`config.mk`:
```
export PLATFORM = sky130hd
export DESIGN_NAME = johnson_phase_seq
export DESIGN_NICKNAME = d
export VERILOG_FILES = /design/src/rtl/johnson_phase_seq.sv
export SDC_FILE = /design/constraint.sdc
export NUM_CORES = 1
export LEC_CHECK = 0
export BUFFER_PORTS_ARGS = -buffer_cell sky130_fd_sc_hd__buf_4
export CAP_MARGIN = 40
export CORE_AREA = 2 2 39 41
export CTS_BUF_LIST = sky130_fd_sc_hd__clkbuf_4
export CTS_CLUSTER_DIAMETER = 30
export DETAILED_ROUTE_END_ITERATION = 16
export DIE_AREA = 0 0 41 43
export SLEW_MARGIN = 20
export SYNTH_ARGS = -nofsm -noshare
export SYNTH_HDL_FRONTEND = slang
export SYNTH_SLANG_ARGS = --single-unit
```
`constraint.sdc`:
```
create_clock -name clk -period 1.1 [get_ports clk]
set_input_delay 0.11 -clock clk [delete_from_list [all_inputs] [get_ports clk]]
set_output_delay 0.11 -clock clk [all_outputs]
set_load 0.02 [all_outputs]
```
`src/rtl/johnson_phase_seq.sv`:
```
// johnson_phase_seq
//   Parametrised Johnson-counter phase sequencer: STAGES twisted-ring flops
//   walk through P = 2*STAGES phases, decoded to a one-hot phase strobe.
//   Illegal ring states are cleared to phase 0 in one cycle and flagged.
//
// Ports
//   clk        : clock, all state on rising edge
//   rst        : synchronous active-high reset
//   en         : advance one phase per cycle
//   dir        : 0 = forward (+1), 1 = reverse (-1)
//   load       : synchronous phase load strobe (wins over en)
//   load_phase : target phase index for load
//   ring       : raw Johnson state register
//   phase_idx  : decoded phase index 0..P-1 (0 for an illegal ring)
//   phase      : one-hot decoded phase, active-low when ACTIVE_LOW=1
//   wrap       : one-cycle pulse on P-1 -> 0 (fwd) or 0 -> P-1 (rev)
//   err        : one-cycle pulse on illegal ring or out-of-range load
module johnson_phase_seq #(
  parameter int unsigned STAGES     = 2,
  parameter bit          ACTIVE_LOW = 1'b1,
  parameter int unsigned IW         = $clog2(2*STAGES)
) (
  input  logic                  clk,
  input  logic                  rst,
  input  logic                  en,
  input  logic                  dir,
  input  logic                  load,
  input  logic [IW-1:0]         load_phase,
  output logic [STAGES-1:0]     ring,
  output logic [IW-1:0]         phase_idx,
  output logic [2*STAGES-1:0]   phase,
  output logic                  wrap,
  output logic                  err
);

  localparam int unsigned P = 2*STAGES;

  // Johnson encoding of phase k: fill ones from the bottom for k <= N,
  // then clear from the bottom for k > N.
  function automatic logic [STAGES-1:0] encode(input int unsigned k);
    logic [STAGES-1:0] e;
    e = '0;
    for (int unsigned i = 0; i < STAGES; i++) begin
      if (k <= STAGES) e[i] = (i < k);
      else             e[i] = (i >= k - STAGES);
    end
    return e;
  endfunction

  logic                legal;
  logic [P-1:0]        onehot;
  logic [STAGES-1:0]   ring_nxt;
  logic                wrap_nxt;
  logic                err_nxt;

  // Decode compares the ring against every legal encoding; no match means
  // an illegal state, which leaves onehot empty (all phases inactive).
  always_comb begin
    legal     = 1'b0;
    phase_idx = '0;
    onehot    = '0;
    for (int unsigned k = 0; k < P; k++) begin
      if (ring == encode(k)) begin
        legal     = 1'b1;
        phase_idx = IW'(k);
        onehot[k] = 1'b1;
      end
    end
    phase = ACTIVE_LOW ? ~onehot : onehot;
  end

  always_comb begin
    ring_nxt = ring;
    wrap_nxt = 1'b0;
    err_nxt  = 1'b0;
    if (!legal) begin
      ring_nxt = '0;
      err_nxt  = 1'b1;
    end else if (load) begin
      if (32'(load_phase) < P) ring_nxt = encode(32'(load_phase));
      else                     err_nxt  = 1'b1;
    end else if (en) begin
      if (!dir) begin
        ring_nxt = {ring[STAGES-2:0], ~ring[STAGES-1]};
        wrap_nxt = (phase_idx == IW'(P-1));
      end else begin
        ring_nxt = {~ring[0], ring[STAGES-1:1]};
        wrap_nxt = (phase_idx == '0);
      end
    end
  end

  always_ff @(posedge clk) begin
    if (rst) begin
      ring <= '0;
      wrap <= 1'b0;
      err  <= 1'b0;
    end else begin
      ring <= ring_nxt;
      wrap <= wrap_nxt;
      err  <= err_nxt;
    end
  end

endmodule

```
Word level (Yosys, flattened, before mapping)
Cells that the tools add are included.
{"block": "classes", "addsub": 1, "n_lt_le_gt_ge": 5, "eq_ne": 4, "n_mux": 17, "n_bitwise": 5, "reduce_logical": 5}
{"cell": "$ge 1x32->1 const A", "n": 2}
{"cell": "$mux 1", "n": 12}
{"cell": "$mux 2", "n": 5}
{"cell": "$eq 2x2->1 const B", "n": 3}
{"cell": "$logic_not 2->1", "n": 2}
{"cell": "$lt 1x2->1 const A", "n": 2}
{"cell": "$not 1->1", "n": 4}
{"cell": "$not 4->4", "n": 1}
{"cell": "$reduce_or 4->1", "n": 1}
{"cell": "$sub 2x2->3 const B", "n": 1}
{"cell": "$eq 2x1->1 const B", "n": 1}
{"cell": "$le 2x2->1 const B", "n": 1}
{"cell": "$reduce_bool 2->1", "n": 1}
{"cell": "$reduce_or 2->1", "n": 1}
{"block": "totals", "ff_bits": 4, "inputBits": 7, "out_inout_bits": 10, "wordCells": 40}

Logic depth before layout (Yosys ltp)
Gate-level depths: netlist (run 1).
{"block": "depth", "word_depth": 7, "mapped_depth": 4, "depth_no_buf": 4}

Worst setup path after synthesis (run 1)
Ideal clock, no wire load.
{"block": "synth_timing", "path_type": "register -> output", "startpoint": "reg ring[0]", "endpoint": "out phase_idx[1]", "arrival_ns": 1.186, "required_ns": 0.990, "setup_slack_ns": -0.196, "stages_incl_launch_ff": 5, "path_cell_list": "dfxtp_1 inv_1 ha_1 inv_1 nand2_1"}
{"block": "synth_between", "elab_chain_len": 3, "word_cells_on_any_way": 4, "classes_between": "eq/ne: 2; mux: 2"}
{"element": "start: declaration", "line_no": "29", "source": "output logic [STAGES-1:0] ring,"}
{"element": "start signal: assignment", "line_no": "99", "source": "ring <= ring_nxt;"}
{"element": "$eq 2x2->1", "line_no": "63", "source": "if (ring == encode(k)) begin"}
{"element": "$mux 2", "line_no": "63"}
{"element": "$mux 2 (*)", "line_no": "63"}
{"element": "end: declaration", "line_no": "30", "source": "output logic [IW-1:0] phase_idx,"}
Mark *: on every way between the ends. The rest lies on a longest branch, timed or not.

Final worst setup path (run 1)
{"block": "layout_timing", "startpoint": "reg ring[1]", "endpoint": "out phase_idx[0]"}
{"block": "layout_between", "elab_chain_len": 4, "word_cells_on_any_way": 6, "classes_between": "eq/ne: 3; mux: 3"}
{"element": "$eq 2x1->1", "line_no": "63"}
{"element": "$mux 1", "line_no": "63"}
{"element": "$mux 2", "line_no": "63"}
{"element": "$mux 2 (*)", "line_no": "63"}
Marked as above.

==> flow_summary.yaml, run 1 <==
detailed_routing:
  initialDrtViolationCount: 2
  via_per_inst: 3.86
  via_count: 270
  drt-total-wl_um: 596
  ant_nets: 0
  routedWlPerCell_um: 8.51
  firstDrtPassIters: 2
  drc: 0
critical_path:
  max_stage_delay_ns: 0.39
  cpLargestDelayFamily: "flip-flops"
  critPathSlowestCell: "dfxtp_4"
  r2r_slack_ns: 0
  cp_max_fo: 5
  arrival_ns: 1.03
  end_kind: "output port"
  worstPathRequired_ns: 0.99
  reg2reg_from: "ring[0]"
  reg2regPathDepth: 4
  crit_chain: "inv_4 > ha_4 > buf_6"
  r2r_end: "ring[1]"
  critical_path_class: "reg -> out"
  cp.depth: 3
  cp-start-kind: "flip-flop"
  cp_num_buf_inv: 2
final_layout:
  area_growth_pct: 93.3
  nets: 69
  diodes: 0
  layout-drive-gt1-share_pct: 68.5
  final_util_pct: 39.2
  n_fill_cell: 141
outcome:
  status: "finished, violations left"
  failed_checks: "setup timing"
die:
  ios: 17
  core_um2: 1380
  initial_core_util_pct: 20.3
  rows: 14
  fp.dieW_um: 41
  die_h_um: 43
  die_area_um2: 1760
yosys:
  ys_ff_latch: 4
  syn-cell-area_um2: 280
  syn-num-nets: 44
  yosysSeqAreaShare_pct: 28.6
  syn_inst: 31
  yosys-top-cells-area: "dfxtp_1, ha_1, inv_1"
  synth_top_cell_area_share_pct: 28.6
  ys_warn_count: 0
  synth_cell_types: 15
  synth_area_per_cell_um2: 9.04
  yosys.area.top_type: "dfxtp_1"
timing:
  setup_viol: 3
  hold_viol: 0
  holdWs_ns: 0.0504
  rsz0062_at_grt: "true"
  fin_crit_sh_pct: 103
  setup_slack_ns: -0.0371
  min_period_ns: 1.14
  slew_violations: 0
  clock.fmax_mhz: 879
  skew_ns: 0.00111
global_route:
  grt_max_degree: 7
  grt_pass1_vias: 262
  grt_pass1_wl_um: 979
  overflow: 0
  grt.total_usage_pct: 8.23
  grt_antenna_before_repair: 0
placement:
  dpl.hpwl_um: 422
  routabilityCongestion: 0.786
  portBuffers: 16
clocking:
  cts-root-buf: "clkbuf_4"
  clk_pin_slew_worst_paths_ns: 0.04
  cts_buffers: 3
  cts_tree: "done"
  clk_latency_ns: 0.23
  htreeDepth: 1
  ctsHoldBuffers: 0
  numClockSinks: 4
  clk_path_buf_depth: 2
worst_hold_path:
  hp-class: "in -> reg"
  hold-path-cell-count: 2
  min-delay-start: "rst"
  hold_path_end: "ring[1]"
pwr:
  vdd_ir_drop_max_uv: 227
  power_density_nw_per_um2: 1050
  fin_total_pwr_mw: 0.567
  leakage_nw: 0.255
job:
  cap_violations: 0
## report_power, final
part           total, mW  internal, mW  switching, mW
Combinational      0.223         0.118          0.105
Clock              0.177         0.122         0.0549
Sequential         0.168         0.155         0.0129
## layer usage
metal | part of all wire (%) | track usage, %
met5 | 0 | 0
met4 | 0 | 8.00
met3 | 6.2 | 0
met2 | 44 | 9.69
met1 | 50 | 12.5
## synthesized netlist by cell type (all sizes together)
cell type,instances
nand3b,1
inv,6
conb,1
dfxtp,4
nand2,2
nor3b,1
ha,6
mux2i,1
nor2,1
xor2,1
xnor2,2
a21oi,3
nor4b,1
a211o,1
## metrics by stage
stage                     setup WS [ns]  instances  setup TNS [ns]  cell area [um^2]
after detailed placement         0.0305         63               0               425
after floorplan                 -0.0280         31         -0.0280               285
final                           -0.0371         70         -0.0942               542
after global placement           0.0350         63               0               425
after CTS                       -0.0426         70          -0.122               531
after global routing            -0.0712         70          -0.365               542
## layout by cell type (no fill, tap or decap), drive strengths merged
cell type  netlist  final
nor3b            1      1
xnor2            2      2
dfxtp            4      4
buf              0     20
mux2i            1      1
nor2             1      1
a211o            1      1
conb             1      1
a21oi            3      3
inv              6      6
xor2             1      1
nand3b           1      1
nor4b            1      1
clkbuf           0      3
nand2            2      2
ha               6      6
## logic make-up after synthesis
group                    Yosys count  share of synthesized area (%)
AND/OR/NAND/NOR                    6                           12.5
other                              1                           1.34
buffers and inverters              6                           8.04
AO/OA/AOI/OAI                      4                           9.82
adder cells (fa/ha/maj)            6                           26.8
multiplexers                       1                           3.57
XOR/XNOR                           3                           9.38
flip-flops                         4                           28.6
## how the worst max path moves through the flow
stage / startpoint / endpoint / slack, ns
finish: ring[1] / phase_idx[0] / -0.04
global placement: ring[0] / phase_idx[1] / 0.03
detailed placement: ring[0] / phase_idx[1] / 0.03
floorplan: ring[0] / phase_idx[1] / -0.03
CTS: ring[1] / phase_idx[0] / -0.04
global route: ring[0] / phase_idx[1] / -0.07
## cell type report
type	count	area [um^2]	share of cell area [%]
clock buffers	3	22.5	4.16
inverters	6	27.5	5.08
multi-input cells	21	215	39.7
flip-flops and latches	4	87.6	16.2
well taps	16	20.0	3.70
repair buffers	20	169	31.2
## timing repair
action                                  in CTS  in global routing
pin swaps                                    2                  2
endpoints found under the setup margin       6                  8
buffers inserted                             4                  0
resized for setup                           17                  3
## sequential cells by signal (all words and copies together) (netlist names)
| name | flops |
|---|---|
| err | 1 |
| ring | 2 |
| wrap | 1 |
(Power assumes the default switching activity.)
==> run 2: changes to the inputs <==
--- a/config.mk
+++ b/config.mk
@@ -12,6 +12,7 @@
 export CTS_CLUSTER_DIAMETER = 30
 export DETAILED_ROUTE_END_ITERATION = 16
 export DIE_AREA = 0 0 41 43
+export SETUP_SLACK_MARGIN = 0.05
 export SLEW_MARGIN = 20
 export SYNTH_ARGS = -nofsm -noshare
 export SYNTH_HDL_FRONTEND = slang
==> run 2 against run 1 <==
Net effect: the run still ends with setup timing left; routed wire length is the same; sequential cell count is the same; clock skew is the same; maximum frequency is essentially flat; worst setup slack is essentially flat; clock power is essentially flat; sequential power is essentially flat; utilization is the same; critical path type unchanged.
==> flow_summary.yaml, run 2 (synthesis gave the netlist of run 1 again) <==
critical_path:
  cpLargestDelayFamily: "flip-flops"
  end_kind: "output port"
  worstPathRequired_ns: 0.99
  critical_path_class: "reg -> out"
  arrival_ns: 1.03
  cp-start-kind: "flip-flop"
  crit_chain: "inv_4 > ha_4 > buf_6"
  cp_num_buf_inv: 2
  max_stage_delay_ns: 0.39
  critPathSlowestCell: "dfxtp_4"
  cp_max_fo: 5
final_layout:
  largest_reg_flops: 2
  finalNonFillerCells: 70
  area_growth_pct: 93.3
  nets: 69
  layout-drive-gt1-share_pct: 68.5
  top_regs: "ring: 2 flops, err: 1 flops, wrap: 1 flops"
  diodes: 0
  regMostFlops: "ring"
  final_common_cell: "buf_4"
  final_cell_mix: "buf_4, buf_6, inv_2, ha_1, clkbuf_4"
detailed_routing:
  drt-total-wl_um: 596
  routedWlPerCell_um: 8.51
  ant_nets: 0
  via_per_inst: 3.86
  via_count: 270
  firstDrtPassIters: 2
  initialDrtViolationCount: 2
  drc: 0
global_route:
  grt.total_usage_pct: 8.13
  overflow: 0
  grt_pass1_vias: 255
  globalRouteMet1Util_pct: 12.2
  grt_use_met3_pct: 0
  met2_usage_pct: 9.69
  grt_pass1_wl_um: 966
  grt_max_degree: 7
  grt.busiest_layer: "met1"
  grt_antenna_before_repair: 0
timing:
  holdWs_ns: 0.0505
  skew_ns: 0.00111
  min_period_ns: 1.14
  fin_crit_sh_pct: 103
  setup_slack_ns: -0.0374
  slew_violations: 0
  hold_viol: 0
  rsz0062_at_grt: "true"
  clock.fmax_mhz: 879
  setup_viol: 3
die:
  ios: 17
  initial_core_util_pct: 20.3
  core_um2: 1380
  rows: 14
  die_h_um: 43
  die_area_um2: 1760
  fp.dieW_um: 41
clocking:
  cts-root-buf: "clkbuf_4"
  cts_tree: "done"
  ctsHoldBuffers: 0
  clk_latency_ns: 0.23
  cts_buffers: 3
  clk_pin_slew_worst_paths_ns: 0.04
  numClockSinks: 4
  clk_path_buf_depth: 2
  htreeDepth: 1
placement:
  portBuffers: 16
  place_inst: 63
  dpl.hpwl_um: 422
  routabilityCongestion: 0.786
pwr:
  fin_total_pwr_mw: 0.567
  leakage_nw: 0.255
  power_density_nw_per_um2: 1050
  vdd_ir_drop_max_uv: 228
job:
  cap_violations: 0
outcome:
  failed_checks: "setup timing"
  status: "finished, violations left"
worst_hold_path:
  hp-class: "in -> reg"
run 2: cell counts in the layout (fill, tap and decap cells not counted):
No cell type changed its count.
run 2: per-layer routing:
metal	wire, um	up-vias
li1	-	143
met1	299	117
met5	0	-
met4	0	0
met3	37	0
met2	260	10
run 2: final cells by class:
class,instances,area [um^2]
Tap cell,16,20.0
Clock buffer,3,22.5
Multi-Input combinational cell,21,215
Timing Repair Buffer,20,169
Inverter,6,27.5
Fill cell,141,842
Sequential cell,4,87.6
run 2: worst paths after layout:
kind         startpoint            to  slack [ns]  cells past startpoint
max             ring[1]  phase_idx[0]       -0.04                      3
min                 rst       ring[1]        0.05                      2
max reg2reg     ring[0]          wrap        0.02                      5
min reg2reg     ring[1]       ring[0]        0.76                      4
run 2: power breakdown:
part	internal, mW	switching (mW)
Sequential	0.155	0.0129
Clock	0.122	0.0549
Combinational	0.118	0.105
Total	0.395	0.173
run 2: repair_timing:
| item | 4_1_cts | 5_1_grt |
|---|---|---|
| setup endpoints to repair | 6 | 8 |
| pin swaps | 3 | 2 |
| setup buffers | 4 | 0 |
| gates resized for setup | 19 | 1 |
run 2: metrics by stage:
stage / setup WS [ns] / TNS (ns) / utilization [%] / cell area (um^2)
floorplan: -0.0280 / -0.0280 / - / 285
global placement: 0.0350 / 0 / 30.7 / 425
global route: -0.0712 / -0.346 / 39.2 / 542
detailed placement: 0.0305 / 0 / 30.7 / 425
finish: -0.0374 / -0.0945 / 39.2 / 542
CTS: -0.0426 / -0.122 / 38.6 / 534
==> run 3: changes to the inputs <==
==> constraint.sdc (replaced) <==
create_clock -name clk -period 1.1 [get_ports clk]
set_input_delay 0.22 -clock clk [delete_from_list [all_inputs] [get_ports clk]]
set_output_delay 0.22 -clock clk [all_outputs]
set_load 0.02 [all_outputs]
==> run 3 against run 2 <==
Net effect: the flow still finishes with violations (setup timing); clock power up 25%; register-to-register slack barely moved; worst setup slack lost 0.12 ns; sequential power barely moved; routed wire length increased by 18%; critical path type unchanged; largest power group unchanged.
==> flow_summary.yaml, run 3 (synthesis gave the netlist of run 1 again) <==
pwr:
  power_density_nw_per_um2: 1040
  leakage_nw: 0.282
  vdd_ir_drop_max_uv: 321
detailed_routing:
  routedWlPerCell_um: 9.50
  drt-total-wl_um: 703
  drc: 0
  firstDrtPassIters: 2
  ant_nets: 0
  initialDrtViolationCount: 2
  via_per_inst: 3.95
  via_count: 292
global_route:
  globalRouteMet1Util_pct: 7.72
  grt.busiest_layer: "met2"
  grt_use_met3_pct: 3.14
  grt_antenna_before_repair: 0
  met2_usage_pct: 16.6
  grt_pass1_wl_um: 1090
  grt_pass1_vias: 299
  overflow: 0
  grt.total_usage_pct: 9.24
  grt_max_degree: 7
die:
  die_h_um: 43
  core_um2: 1380
  ios: 17
  die_area_um2: 1760
  rows: 14
  initial_core_util_pct: 20.3
  fp.dieW_um: 41
critical_path:
  max_stage_delay_ns: 0.36
  crit_chain: "buf_6 > ha_2 > inv_2 > buf_6"
  end_kind: "output port"
  arrival_ns: 1.04
  critPathSlowestCell: "dfxtp_4"
  cp_num_buf_inv: 3
  worstPathRequired_ns: 0.88
  timing.critical_path.mode_cell: "buf_6"
  critical_path_class: "reg -> out"
  cp_max_fo: 4
  cp-start-kind: "flip-flop"
  cpLargestDelayFamily: "flip-flops"
final_layout:
  diodes: 0
  finalNonFillerCells: 74
  final_common_cell: "buf_4"
  top_regs: "ring: 2 flops, err: 1 flops, wrap: 1 flops"
  area_growth_pct: 124
  layout-drive-gt1-share_pct: 75.9
  final_cell_mix: "buf_4, buf_6, ha_4, clkbuf_4, inv_2"
  regMostFlops: "ring"
  nets: 72
  largest_reg_flops: 2
timing:
  skew_ns: 0.00519
  fin_crit_sh_pct: 115
  setup_slack_ns: -0.161
  min_period_ns: 1.26
  setup_viol: 7
  slew_violations: 0
  clock.fmax_mhz: 793
  hold_viol: 0
  setup_tns_ns: -0.830
  rsz0062_at_grt: "true"
placement:
  place_inst: 65
  dpl.hpwl_um: 484
  portBuffers: 16
  routabilityCongestion: 0.703
clocking:
  numClockSinks: 4
  clk_pin_slew_worst_paths_ns: 0.04
  clk_latency_ns: 0.23
  htreeDepth: 1
  cts_tree: "done"
  clk_path_buf_depth: 2
  cts-root-buf: "clkbuf_4"
  cts_buffers: 3
  ctsHoldBuffers: 0
outcome:
  status: "finished, violations left"
  failed_checks: "setup timing"
worst_hold_path:
  hp-class: "in -> reg"
job:
  cap_violations: 0
run 3: cell count changes in the layout (fill, tap and decap cells not counted), sizes merged:
cell / delta
buf: +3
clkbuf: +1
run 3: final timing paths:
path / from / end / slack [ns] / cells past startpoint
max: ring[0] / phase[1] / -0.16 / 4
max reg2reg: ring[0] / wrap / 0.02 / 5
min reg2reg: ring[1] / ring[0] / 0.76 / 4
min: rst / ring[1] / 0.15 / 2
run 3: through the flow:
step | worst slack, ns | util, % | hold WS (ns) | instance area [um^2] | power [mW]
6_report | -0.161 | 45.4 | 0.151 | 628 | 0.653
2_1_floorplan | 0.0168 | - | 0.273 | 310 | 0.274
4_1_cts | -0.153 | 41.3 | 0.146 | 572 | 0.632
5_1_grt | -0.194 | 45.4 | 0.151 | 628 | 0.685
3_5_place_dp | 0.00163 | 33.6 | 0.393 | 465 | 0.356
3_3_place_gp | -0.000910 | 33.6 | 0.398 | 465 | 0.354
run 3: area by class of cell:
type,instances,area (um^2)
fill,138,756
multi-input combinational,21,248
inverter,6,32.5
clock buffer,4,30.0
timing repair buffer,23,210
sequential,4,87.6
tap,16,20.0
run 3: power by group:
part / switching, mW / total [mW] / internal [mW] / leakage (nW)
sequential: 0.0130 / 0.168 / 0.154 / 0.0344
combinational: 0.121 / 0.264 / 0.143 / 0.229
clock: 0.0606 / 0.221 / 0.161 / 0.0184
total: 0.194 / 0.653 / 0.459 / 0.282
run 3: timing repair:
item,CTS,global route
setup buffers,4,1
resized for setup,16,10
endpoints found under the setup margin,8,11
pin swaps,3,4
run 3: routing by layer:
layer	share of wire, %	vias to the layer above
met5	0	-
li1	-	150
met1	33	133
met4	0	0
met2	63	9
met3	3.8	0
